$ cat src/rtl/alu_pkg.sv
// -----------------------------------------------------------------------------
// alu_pkg
// Shared definitions for the execute stage and its combinational ALU:
//   - datapath/opcode widths (data fixed at 8 bits, opcode at 4 bits)
//   - opcode encodings OP_ADD (4'h0) .. OP_XOR (4'h9); 4'hA..4'hF are illegal
//   - bit positions inside the {N,Z,V,C} flag nibble
//   - alu_out_t result/flag bundle
//   - is_legal_op / is_div_op opcode classifiers
// -----------------------------------------------------------------------------
package alu_pkg;

   localparam int DATA_W = 8;
   localparam int OP_W   = 4;

   localparam logic [OP_W-1:0] OP_ADD = 4'h0;
   localparam logic [OP_W-1:0] OP_SUB = 4'h1;
   localparam logic [OP_W-1:0] OP_MUL = 4'h2;
   localparam logic [OP_W-1:0] OP_DIV = 4'h3;
   localparam logic [OP_W-1:0] OP_MOD = 4'h4;
   localparam logic [OP_W-1:0] OP_AND = 4'h5;
   localparam logic [OP_W-1:0] OP_OR  = 4'h6;
   localparam logic [OP_W-1:0] OP_SHL = 4'h7;
   localparam logic [OP_W-1:0] OP_SHR = 4'h8;
   localparam logic [OP_W-1:0] OP_XOR = 4'h9;

   localparam int N_BIT = 3;
   localparam int Z_BIT = 2;
   localparam int V_BIT = 1;
   localparam int C_BIT = 0;

   typedef struct packed {
      logic [DATA_W-1:0] result;
      logic [3:0]        nzvc;
   } alu_out_t;

   function automatic logic is_legal_op(input logic [OP_W-1:0] sel);
      return (sel <= OP_XOR);
   endfunction

   function automatic logic is_div_op(input logic [OP_W-1:0] sel);
      return (sel == OP_DIV) || (sel == OP_MOD);
   endfunction

endpackage

$ cat src/rtl/alu_exec_stage_if.sv
// -----------------------------------------------------------------------------
// alu_exec_stage_if
// Bundles the decode-side and writeback-side handshakes plus the architectural
// status outputs of alu_exec_stage.
//   slave  : the execute stage itself
//   master : decode/writeback environment driving it
// Signals: in_valid/in_ready, in_a, in_b, in_sel, in_ccr_we,
//          in_fwd_a/in_fwd_b (only with ALU_FWD_EN), out_valid/out_ready,
//          out_result, out_nzvc, ccr, div0_err, illegal_op, err_clr.
// Optional feature macro: ALU_FWD_EN (adds the forwarding request bits).
// -----------------------------------------------------------------------------
interface alu_exec_stage_if;

   logic                        in_valid;
   logic                        in_ready;
   logic [alu_pkg::DATA_W-1:0]  in_a;
   logic [alu_pkg::DATA_W-1:0]  in_b;
   logic [alu_pkg::OP_W-1:0]    in_sel;
   logic                        in_ccr_we;
`ifdef ALU_FWD_EN
   logic                        in_fwd_a;
   logic                        in_fwd_b;
`endif
   logic                        out_valid;
   logic                        out_ready;
   logic [alu_pkg::DATA_W-1:0]  out_result;
   logic [3:0]                  out_nzvc;
   logic [3:0]                  ccr;
   logic                        div0_err;
   logic                        illegal_op;
   logic                        err_clr;

   modport slave (
      input  in_valid, in_a, in_b, in_sel, in_ccr_we,
`ifdef ALU_FWD_EN
      input  in_fwd_a, in_fwd_b,
`endif
      input  out_ready, err_clr,
      output in_ready, out_valid, out_result, out_nzvc, ccr, div0_err, illegal_op
   );

   modport master (
      output in_valid, in_a, in_b, in_sel, in_ccr_we,
`ifdef ALU_FWD_EN
      output in_fwd_a, in_fwd_b,
`endif
      output out_ready, err_clr,
      input  in_ready, out_valid, out_result, out_nzvc, ccr, div0_err, illegal_op
   );

endinterface

$ cat src/rtl/alu_exec_stage_alu.sv
// -----------------------------------------------------------------------------
// alu
// Combinational 8-bit ALU.
//   a, b   in  8 : operands
//   sel    in  4 : opcode (see alu_pkg); illegal opcodes give result 0
//   result out 8 : operation result
//   nzvc   out 4 : {N,Z,V,C}
// Divide/modulo by zero returns the error encoding result 8'hFF, nzvc 4'hF.
// SUB carry is the borrow (a < b unsigned). MUL carry flags a non-zero upper
// byte. MOD carry flags a non-zero remainder. Shifts are by one bit and
// carry out the shifted-off bit.
// -----------------------------------------------------------------------------
module alu
   import alu_pkg::*;
(
   input  logic [DATA_W-1:0] a,
   input  logic [DATA_W-1:0] b,
   input  logic [OP_W-1:0]   sel,
   output logic [DATA_W-1:0] result,
   output logic [3:0]        nzvc
);

   logic [DATA_W:0]          sum;
   logic [2*DATA_W-1:0]      prod;
   logic signed [DATA_W-1:0] sa;
   logic signed [DATA_W-1:0] sb;
   logic signed [DATA_W-1:0] sr;
   logic                     v;
   logic                     c;
   logic                     err;

   always_comb begin
      sum    = '0;
      prod   = '0;
      result = '0;
      v      = 1'b0;
      c      = 1'b0;
      err    = 1'b0;
      sa     = signed'(a);
      sb     = signed'(b);
      unique case (sel)
         OP_ADD: begin
            sum    = {1'b0, a} + {1'b0, b};
            result = sum[DATA_W-1:0];
            c      = sum[DATA_W];
         end
         OP_SUB: begin
            sum    = {1'b0, a} - {1'b0, b};
            result = sum[DATA_W-1:0];
            c      = sum[DATA_W];
         end
         OP_MUL: begin
            prod   = {{DATA_W{1'b0}}, a} * {{DATA_W{1'b0}}, b};
            result = prod[DATA_W-1:0];
            c      = |prod[2*DATA_W-1:DATA_W];
         end
         OP_DIV: begin
            if (b == '0) err = 1'b1;
            else         result = a / b;
         end
         OP_MOD: begin
            if (b == '0) err = 1'b1;
            else begin
               result = a % b;
               c      = (result != '0);
            end
         end
         OP_AND: result = a & b;
         OP_OR:  result = a | b;
         OP_SHL: begin
            result = {a[DATA_W-2:0], 1'b0};
            c      = a[DATA_W-1];
         end
         OP_SHR: begin
            result = {1'b0, a[DATA_W-1:1]};
            c      = a[0];
         end
         OP_XOR: result = a ^ b;
         default: result = '0;
      endcase

      sr = signed'(result);
      // Signed overflow: operand signs agree (ADD) or differ (SUB) and the
      // result sign departs from A.
      if (sel == OP_ADD)
         v = ((sa < 8'sd0) == (sb < 8'sd0)) && ((sr < 8'sd0) != (sa < 8'sd0));
      else if (sel == OP_SUB)
         v = ((sa < 8'sd0) != (sb < 8'sd0)) && ((sr < 8'sd0) != (sa < 8'sd0));

      nzvc        = '0;
      nzvc[N_BIT] = result[DATA_W-1];
      nzvc[Z_BIT] = (result == '0);
      nzvc[V_BIT] = v;
      nzvc[C_BIT] = c;
      if (err) begin
         result = '1;
         nzvc   = 4'hF;
      end
   end

endmodule

$ cat src/rtl/alu_exec_stage.sv
// -----------------------------------------------------------------------------
// alu_exec_stage
// Two-stage pipelined execute stage around the combinational alu.
//   clock in : rising-edge clock
//   reset in : synchronous, active-low
//   bus       : alu_exec_stage_if.slave
//     in_valid/in_ready, in_a, in_b, in_sel, in_ccr_we (+ in_fwd_a/b)
//     out_valid/out_ready, out_result, out_nzvc
//     ccr (architectural {N,Z,V,C}), div0_err, illegal_op, err_clr
// S1 registers the decoded operation; the alu runs from S1; S2 registers the
// masked result for writeback. One op per cycle with full backpressure; the
// S1 skid is combinational through out_ready.
// Optional feature macro: ALU_FWD_EN (forward last result into A/B).
// -----------------------------------------------------------------------------
module alu_exec_stage
   import alu_pkg::*;
(
   input  logic             clock,
   input  logic             reset,
   alu_exec_stage_if.slave  bus
);

   logic              vld_p1_q, vld_p1_d;
   logic [DATA_W-1:0] a_p1_q, a_p1_d;
   logic [DATA_W-1:0] b_p1_q, b_p1_d;
   logic [OP_W-1:0]   sel_p1_q, sel_p1_d;
   logic              ccr_we_p1_q, ccr_we_p1_d;
`ifdef ALU_FWD_EN
   logic              fwd_a_p1_q, fwd_a_p1_d;
   logic              fwd_b_p1_q, fwd_b_p1_d;
   logic [DATA_W-1:0] last_result_q, last_result_d;
`endif
   logic              vld_p2_q, vld_p2_d;
   logic [DATA_W-1:0] result_p2_q, result_p2_d;
   logic [3:0]        nzvc_p2_q, nzvc_p2_d;
   logic [3:0]        ccr_q, ccr_d;
   logic              div0_q, div0_d;
   logic              illegal_q, illegal_d;

   logic              s1_adv;
   logic              in_ready;
   logic              accept;
   logic [DATA_W-1:0] alu_a;
   logic [DATA_W-1:0] alu_b;
   logic [DATA_W-1:0] alu_res;
   logic [3:0]        alu_nzvc;
   alu_out_t          masked;

   // Illegal opcodes are squashed to zero; MOD with a real divisor never
   // reports V/C. Divide-by-zero keeps the alu error encoding untouched.
   function automatic alu_out_t mask_alu_out(input logic [OP_W-1:0]   sel,
                                             input logic [DATA_W-1:0] b,
                                             input alu_out_t          raw);
      alu_out_t m;
      m = raw;
      if (!is_legal_op(sel)) begin
         m.result = '0;
         m.nzvc   = '0;
      end else if ((sel == OP_MOD) && (b != '0)) begin
         m.nzvc[V_BIT] = 1'b0;
         m.nzvc[C_BIT] = 1'b0;
      end
      return m;
   endfunction

   // ---- S1 -> alu: operand select (forward mux) ----
   always_comb begin
      alu_a = a_p1_q;
      alu_b = b_p1_q;
`ifdef ALU_FWD_EN
      if (fwd_a_p1_q) alu_a = last_result_q;
      if (fwd_b_p1_q) alu_b = last_result_q;
`endif
   end

   alu u_alu (
      .a      (alu_a),
      .b      (alu_b),
      .sel    (sel_p1_q),
      .result (alu_res),
      .nzvc   (alu_nzvc)
   );

   always_comb begin
      s1_adv   = vld_p1_q && (!vld_p2_q || bus.out_ready);
      in_ready = !vld_p1_q || s1_adv;
      accept   = bus.in_valid && in_ready;
      masked   = mask_alu_out(sel_p1_q, alu_b, '{result: alu_res, nzvc: alu_nzvc});

      vld_p1_d    = vld_p1_q;
      a_p1_d      = a_p1_q;
      b_p1_d      = b_p1_q;
      sel_p1_d    = sel_p1_q;
      ccr_we_p1_d = ccr_we_p1_q;
`ifdef ALU_FWD_EN
      fwd_a_p1_d    = fwd_a_p1_q;
      fwd_b_p1_d    = fwd_b_p1_q;
      last_result_d = last_result_q;
`endif
      if (s1_adv) vld_p1_d = 1'b0;
      if (accept) begin
         vld_p1_d    = 1'b1;
         a_p1_d      = bus.in_a;
         b_p1_d      = bus.in_b;
         sel_p1_d    = bus.in_sel;
         ccr_we_p1_d = bus.in_ccr_we;
`ifdef ALU_FWD_EN
         fwd_a_p1_d  = bus.in_fwd_a;
         fwd_b_p1_d  = bus.in_fwd_b;
`endif
      end

      vld_p2_d    = vld_p2_q;
      result_p2_d = result_p2_q;
      nzvc_p2_d   = nzvc_p2_q;
      ccr_d       = ccr_q;
      if (bus.out_ready) vld_p2_d = 1'b0;
      if (s1_adv) begin
         vld_p2_d    = 1'b1;
         result_p2_d = masked.result;
         nzvc_p2_d   = masked.nzvc;
`ifdef ALU_FWD_EN
         last_result_d = masked.result;
`endif
         if (ccr_we_p1_q && is_legal_op(sel_p1_q)) ccr_d = masked.nzvc;
      end

      // A set in the same cycle as err_clr wins.
      div0_d    = (s1_adv && is_div_op(sel_p1_q) && (alu_b == '0)) ||
                  (div0_q && !bus.err_clr);
      illegal_d = (s1_adv && !is_legal_op(sel_p1_q)) ||
                  (illegal_q && !bus.err_clr);
   end

   // ---- decode -> S1 ----
   always_ff @(posedge clock) begin
      a_p1_d_unused_guard: begin
         a_p1_q      <= a_p1_d;
         b_p1_q      <= b_p1_d;
         sel_p1_q    <= sel_p1_d;
         ccr_we_p1_q <= ccr_we_p1_d;
`ifdef ALU_FWD_EN
         fwd_a_p1_q  <= fwd_a_p1_d;
         fwd_b_p1_q  <= fwd_b_p1_d;
`endif
      end
   end

   // ---- S1 -> S2, control and architectural state ----
   always_ff @(posedge clock) begin
      if (!reset) begin
         vld_p1_q      <= 1'b0;
         vld_p2_q      <= 1'b0;
         result_p2_q   <= '0;
         nzvc_p2_q     <= '0;
         ccr_q         <= '0;
         div0_q        <= 1'b0;
         illegal_q     <= 1'b0;
`ifdef ALU_FWD_EN
         last_result_q <= '0;
`endif
      end else begin
         vld_p1_q      <= vld_p1_d;
         vld_p2_q      <= vld_p2_d;
         result_p2_q   <= result_p2_d;
         nzvc_p2_q     <= nzvc_p2_d;
         ccr_q         <= ccr_d;
         div0_q        <= div0_d;
         illegal_q     <= illegal_d;
`ifdef ALU_FWD_EN
         last_result_q <= last_result_d;
`endif
      end
   end

   assign bus.in_ready   = in_ready;
   assign bus.out_valid  = vld_p2_q;
   assign bus.out_result = result_p2_q;
   assign bus.out_nzvc   = nzvc_p2_q;
   assign bus.ccr        = ccr_q;
   assign bus.div0_err   = div0_q;
   assign bus.illegal_op = illegal_q;

endmodule
$ cat src/flat_wrapper.sv
// flat-port wrapper written by rule: the top's interface ports become plain ports
module alu_exec_stage_flat import alu_pkg::*;
  (clock, reset, bus_in_valid, bus_in_a, bus_in_b, bus_in_sel, bus_in_ccr_we, bus_out_ready, bus_err_clr, bus_in_ready, bus_out_valid, bus_out_result, bus_out_nzvc, bus_ccr, bus_div0_err, bus_illegal_op);
  alu_exec_stage_if bus_i ();
  input  logic clock;
  input  logic reset;
  input wire logic [$bits(bus_i.in_valid)-1:0] bus_in_valid;
  input wire logic [$bits(bus_i.in_a)-1:0] bus_in_a;
  input wire logic [$bits(bus_i.in_b)-1:0] bus_in_b;
  input wire logic [$bits(bus_i.in_sel)-1:0] bus_in_sel;
  input wire logic [$bits(bus_i.in_ccr_we)-1:0] bus_in_ccr_we;
  input wire logic [$bits(bus_i.out_ready)-1:0] bus_out_ready;
  input wire logic [$bits(bus_i.err_clr)-1:0] bus_err_clr;
  output wire logic [$bits(bus_i.in_ready)-1:0] bus_in_ready;
  output wire logic [$bits(bus_i.out_valid)-1:0] bus_out_valid;
  output wire logic [$bits(bus_i.out_result)-1:0] bus_out_result;
  output wire logic [$bits(bus_i.out_nzvc)-1:0] bus_out_nzvc;
  output wire logic [$bits(bus_i.ccr)-1:0] bus_ccr;
  output wire logic [$bits(bus_i.div0_err)-1:0] bus_div0_err;
  output wire logic [$bits(bus_i.illegal_op)-1:0] bus_illegal_op;
  assign bus_i.in_valid = bus_in_valid;
  assign bus_i.in_a = bus_in_a;
  assign bus_i.in_b = bus_in_b;
  assign bus_i.in_sel = bus_in_sel;
  assign bus_i.in_ccr_we = bus_in_ccr_we;
  assign bus_i.out_ready = bus_out_ready;
  assign bus_i.err_clr = bus_err_clr;
  assign bus_in_ready = bus_i.in_ready;
  assign bus_out_valid = bus_i.out_valid;
  assign bus_out_result = bus_i.out_result;
  assign bus_out_nzvc = bus_i.out_nzvc;
  assign bus_ccr = bus_i.ccr;
  assign bus_div0_err = bus_i.div0_err;
  assign bus_illegal_op = bus_i.illegal_op;
  alu_exec_stage u_core (.clock(clock), .reset(reset), .bus(bus_i));
endmodule
$ cat config.mk
export PLATFORM = sky130hd
export DESIGN_NAME = alu_exec_stage_flat
export DESIGN_NICKNAME = d
export VERILOG_FILES = /design/src/rtl/alu_pkg.sv /design/src/rtl/alu_exec_stage_if.sv /design/src/rtl/alu_exec_stage_alu.sv /design/src/rtl/alu_exec_stage.sv /design/src/flat_wrapper.sv
export SDC_FILE = /design/constraint.sdc
export NUM_CORES = 1
export LEC_CHECK = 0
export BUFFER_PORTS_ARGS = -buffer_cell sky130_fd_sc_hd__buf_4
export CAP_MARGIN = 10
export CORE_MARGIN = 3
export CORE_UTILIZATION = 48
export CTS_BUF_LIST = sky130_fd_sc_hd__clkbuf_16
export CTS_CLUSTER_SIZE = 25
export DETAILED_ROUTE_END_ITERATION = 12
export GPL_TIMING_DRIVEN = 1
export HOLD_SLACK_MARGIN = 0.08
export MAX_ROUTING_LAYER = met4
export PLACE_DENSITY = 0.78
export SLEW_MARGIN = 20
export SYNTH_ARGS = -nofsm -noshare
export SYNTH_HDL_FRONTEND = slang
export SYNTH_SLANG_ARGS = --single-unit
$ cat constraint.sdc
create_clock -name clock -period 17.97 [get_ports clock]
set_input_delay 0.8985 -clock clock [delete_from_list [all_inputs] [get_ports clock]]
set_output_delay 0.8985 -clock clock [all_outputs]
set_load 0.01 [all_outputs]
==> results.json <==
{
  "critical_path_required_ns": 18.17,
  "final_cells": 1026,
  "drc": 0,
  "antenna_found_initial": 0,
  "grt-ovfl-total": 0,
  "max_freq_ghz": 0.0768,
  "place_area_sq_um": 7180,
  "cts_tree": "done",
  "ys_seq_area_share_pct": 15.1,
  "clk_latency_ns": 0.29,
  "grt_max_degree": 38,
  "syn_nets": 985,
  "io_pins": 46,
  "worst-setup-path-type": "flop to flop",
  "hold_ws_ns": 0.481,
  "placementRows": 42,
  "worst_setup_path_start_kind": "flop",
  "synthArstFlopShare_pct": 0,
  "synth-edff-count": 21,
  "tns_ns": 0,
  "hold_violations": 0,
  "grt_usage_pct": 25.0,
  "min_path_type": "flop to flop",
  "die_w_um": 124,
  "ctsResizeCount": 0,
  "hpwl_um": 14800,
  "synth_top_cell_by_area": "ha_1",
  "slew_headroom_pct": 34.1,
  "dp_cells": 1018,
  "cts_max_level": 2,
  "end_kind": "flop",
  "viasPerCell": 6.17,
  "seqCellArea_sq_um": 1010,
  "path_max_fanout": 11,
  "first_global_vias": 6145,
  "nNetsFinal": 1013,
  "multi_input_area_sq_um": 5270,
  "setup_viol": 0,
  "yosys.area.top_type_share_pct": 18.4,
  "ctsHoldBuffers": 0,
  "status": "completed",
  "die_y_um": 124,
  "numPortBuffers": 45,
  "cts_buffer_depth": 2,
  "cpMaxStageDelayCell": "or4b_2",
  "fin_crit_sh_pct": 72.4,
  "routed_wl_um": 19100,
  "synth.distinct_cells": 82,
  "grt_pass1_wl_um": 31000,
  "initial_utilization_pct": 49.9,
  "cts_buffers": 5,
  "p_leak_nw": 3.31,
  "max-vdd-ir-drop_v": 0.0000623,
  "cts_root_buffer": "clkbuf_16",
  "fin_area_sq_um": 7320,
  "drtPass1Iterations": 5,
  "clkSinkCount": 40,
  "coreArea_sq_um": 13500,
  "clkTransAtPathRegs_ns": 0.07,
  "ant_nets": 0,
  "ys_warn_count": 0,
  "synthTopCellsByArea": "ha_1 (18%), fa_1 (12%), edfxtp_1 (9.4%)",
  "clock_skew_ns": 0.00830,
  "final_layout_size_suffix_gt1_share_pct": 9.53,
  "post_cts_buffers": 0,
  "antennaDiodeCount": 0,
  "yosysMostFrequentCell": "nor2_1",
  "gp_congestion": 0.961,
  "netlist_area_sq_um": 6720,
  "area_growth_pct": 9.02,
  "wl_per_cell_um": 18.6,
  "slowest_delay_ns": 0.60,
  "slew_violations": 0,
  "tightest_slew_ns": 0.986,
  "arrival_ns": 13.22,
  "num_vias": 6330,
  "period_needed_ns": 13.01,
  "power_density_nw_per_um2": 73.7,
  "fill_cells": 1320,
  "fin_util_pct": 54.4,
  "ys_ff_latch": 40,
  "postSynthCellCount": 821,
  "rsz0062_at_grt": "false",
  "drtIter0Drc": 637,
  "ys.flop_type": "edfxtp_1",
  "ys_top_cells_by_count": "nor2_1 (104), ha_1 (99), inv_1 (76)",
  "dieArea_sq_um": 15400,
  "max_cap_violations": 0,
  "syn_avg_cell_area_sq_um": 8.18
}
==> placed cells by master, fill, tap and decap left out, types with 13 or more instances in the layout <==
cell type / n
buf_4: 47
edfxtp_1: 21
nor2b_1: 13
fa_1: 39
a21oi_1: 52
xnor2_1: 15
o21a_1: 14
nor2_1: 104
ha_1: 99
o21ai_0: 29
nand2_1: 49
inv_1: 77
nor3_1: 24
a31oi_1: 15
nand3_1: 19
dfxtp_1: 19
==> power by group <==
part | internal [W] | switching, W
Clock | 0.0000509 | 0.0000390
Sequential | 0.000102 | 0.0000103
Combinational | 0.000144 | 0.000194
Total | 0.000296 | 0.000243
==> per-stage QoR <==
| step | total power, W | setup slack [ns] |
|---|---|---|
| after floorplan | 0.000368 | 6.30 |
| after global placement | 0.000441 | 5.29 |
| after detailed placement | 0.000446 | 5.02 |
| after CTS | 0.000538 | 4.97 |
| after global routing | 0.000587 | 3.82 |
| final | 0.000539 | 4.96 |
==> state kept, by name, summed over array words and instances (netlist names) <==
| signal | count |
|---|---|
| u_core.ccr_we_p1_q | 1 |
| u_core.sel_p1_q | 4 |
| u_core.bus.out_nzvc | 3 |
| u_core.bus.ccr | 4 |
| u_core.alu_b | 8 |
| u_core.a_p1_q | 8 |
| u_core.vld_p1_q | 1 |
| u_core.bus.out_valid | 1 |
| u_core.bus.illegal_op | 1 |
| u_core.bus.out_result | 8 |
| u_core.bus.div0_err | 1 |
==> critical path, delay by kind of cell (launching register included) <==
| family | cells | cell delay (ns) |
|---|---|---|
| fa+ha+maj | 7 | 2.28 |
| buf+inv | 1 | 0.23 |
| compound gates | 25 | 5.45 |
| simple gates | 14 | 4.03 |
| mux | 1 | 0.38 |
| flops | 1 | 0.52 |
==> final timing paths <==
check                           start                       end  slack (ns)  depth (start not counted)
max                   u_core.alu_b[7]         u_core.bus.ccr[2]        4.96                         48
min          u_core.bus.out_result[6]  u_core.bus.out_result[6]        0.48                          1
max reg2reg           u_core.alu_b[7]         u_core.bus.ccr[2]        4.96                         48
min reg2reg  u_core.bus.out_result[6]  u_core.bus.out_result[6]        0.48                          1
==> cell families (layout without fill, tap and decap cells) <==
family	count (synthesis)	count (layout)	share of synthesized area, %
AOI/OAI and AO/OA	222	222	23.3
xor gates and xnor gates	22	22	2.87
adders and majority gates	138	138	30.1
buffers and inverters	112	141	6.43
DFF	40	40	15.1
muxes	19	19	3.09
and+or+nand+nor	268	268	19.2
==> routing by layer <==
| layer | vias up | wire length (um) | GRT usage (%) |
|---|---|---|---|
| met2 | 261 | 8670 | 39.2 |
| met4 | 0 | 508 | 7.87 |
| li1 | 3028 | - | - |
| met1 | 3000 | 8310 | 33.0 |
| met3 | 41 | 1610 | 4.42 |
| met5 | - | 0 | - |
==> layout make-up <==
cell class / instances / area share, %
clock buffers: 5 / 1.71
clock inverters: 3 / 0.205
inverters: 86 / 4.41
multi-input cells: 669 / 72.0
flip-flops and latches: 40 / 13.8
well taps: 176 / 3.01
repair buffers: 47 / 4.82
(Power assumes the default switching activity.)
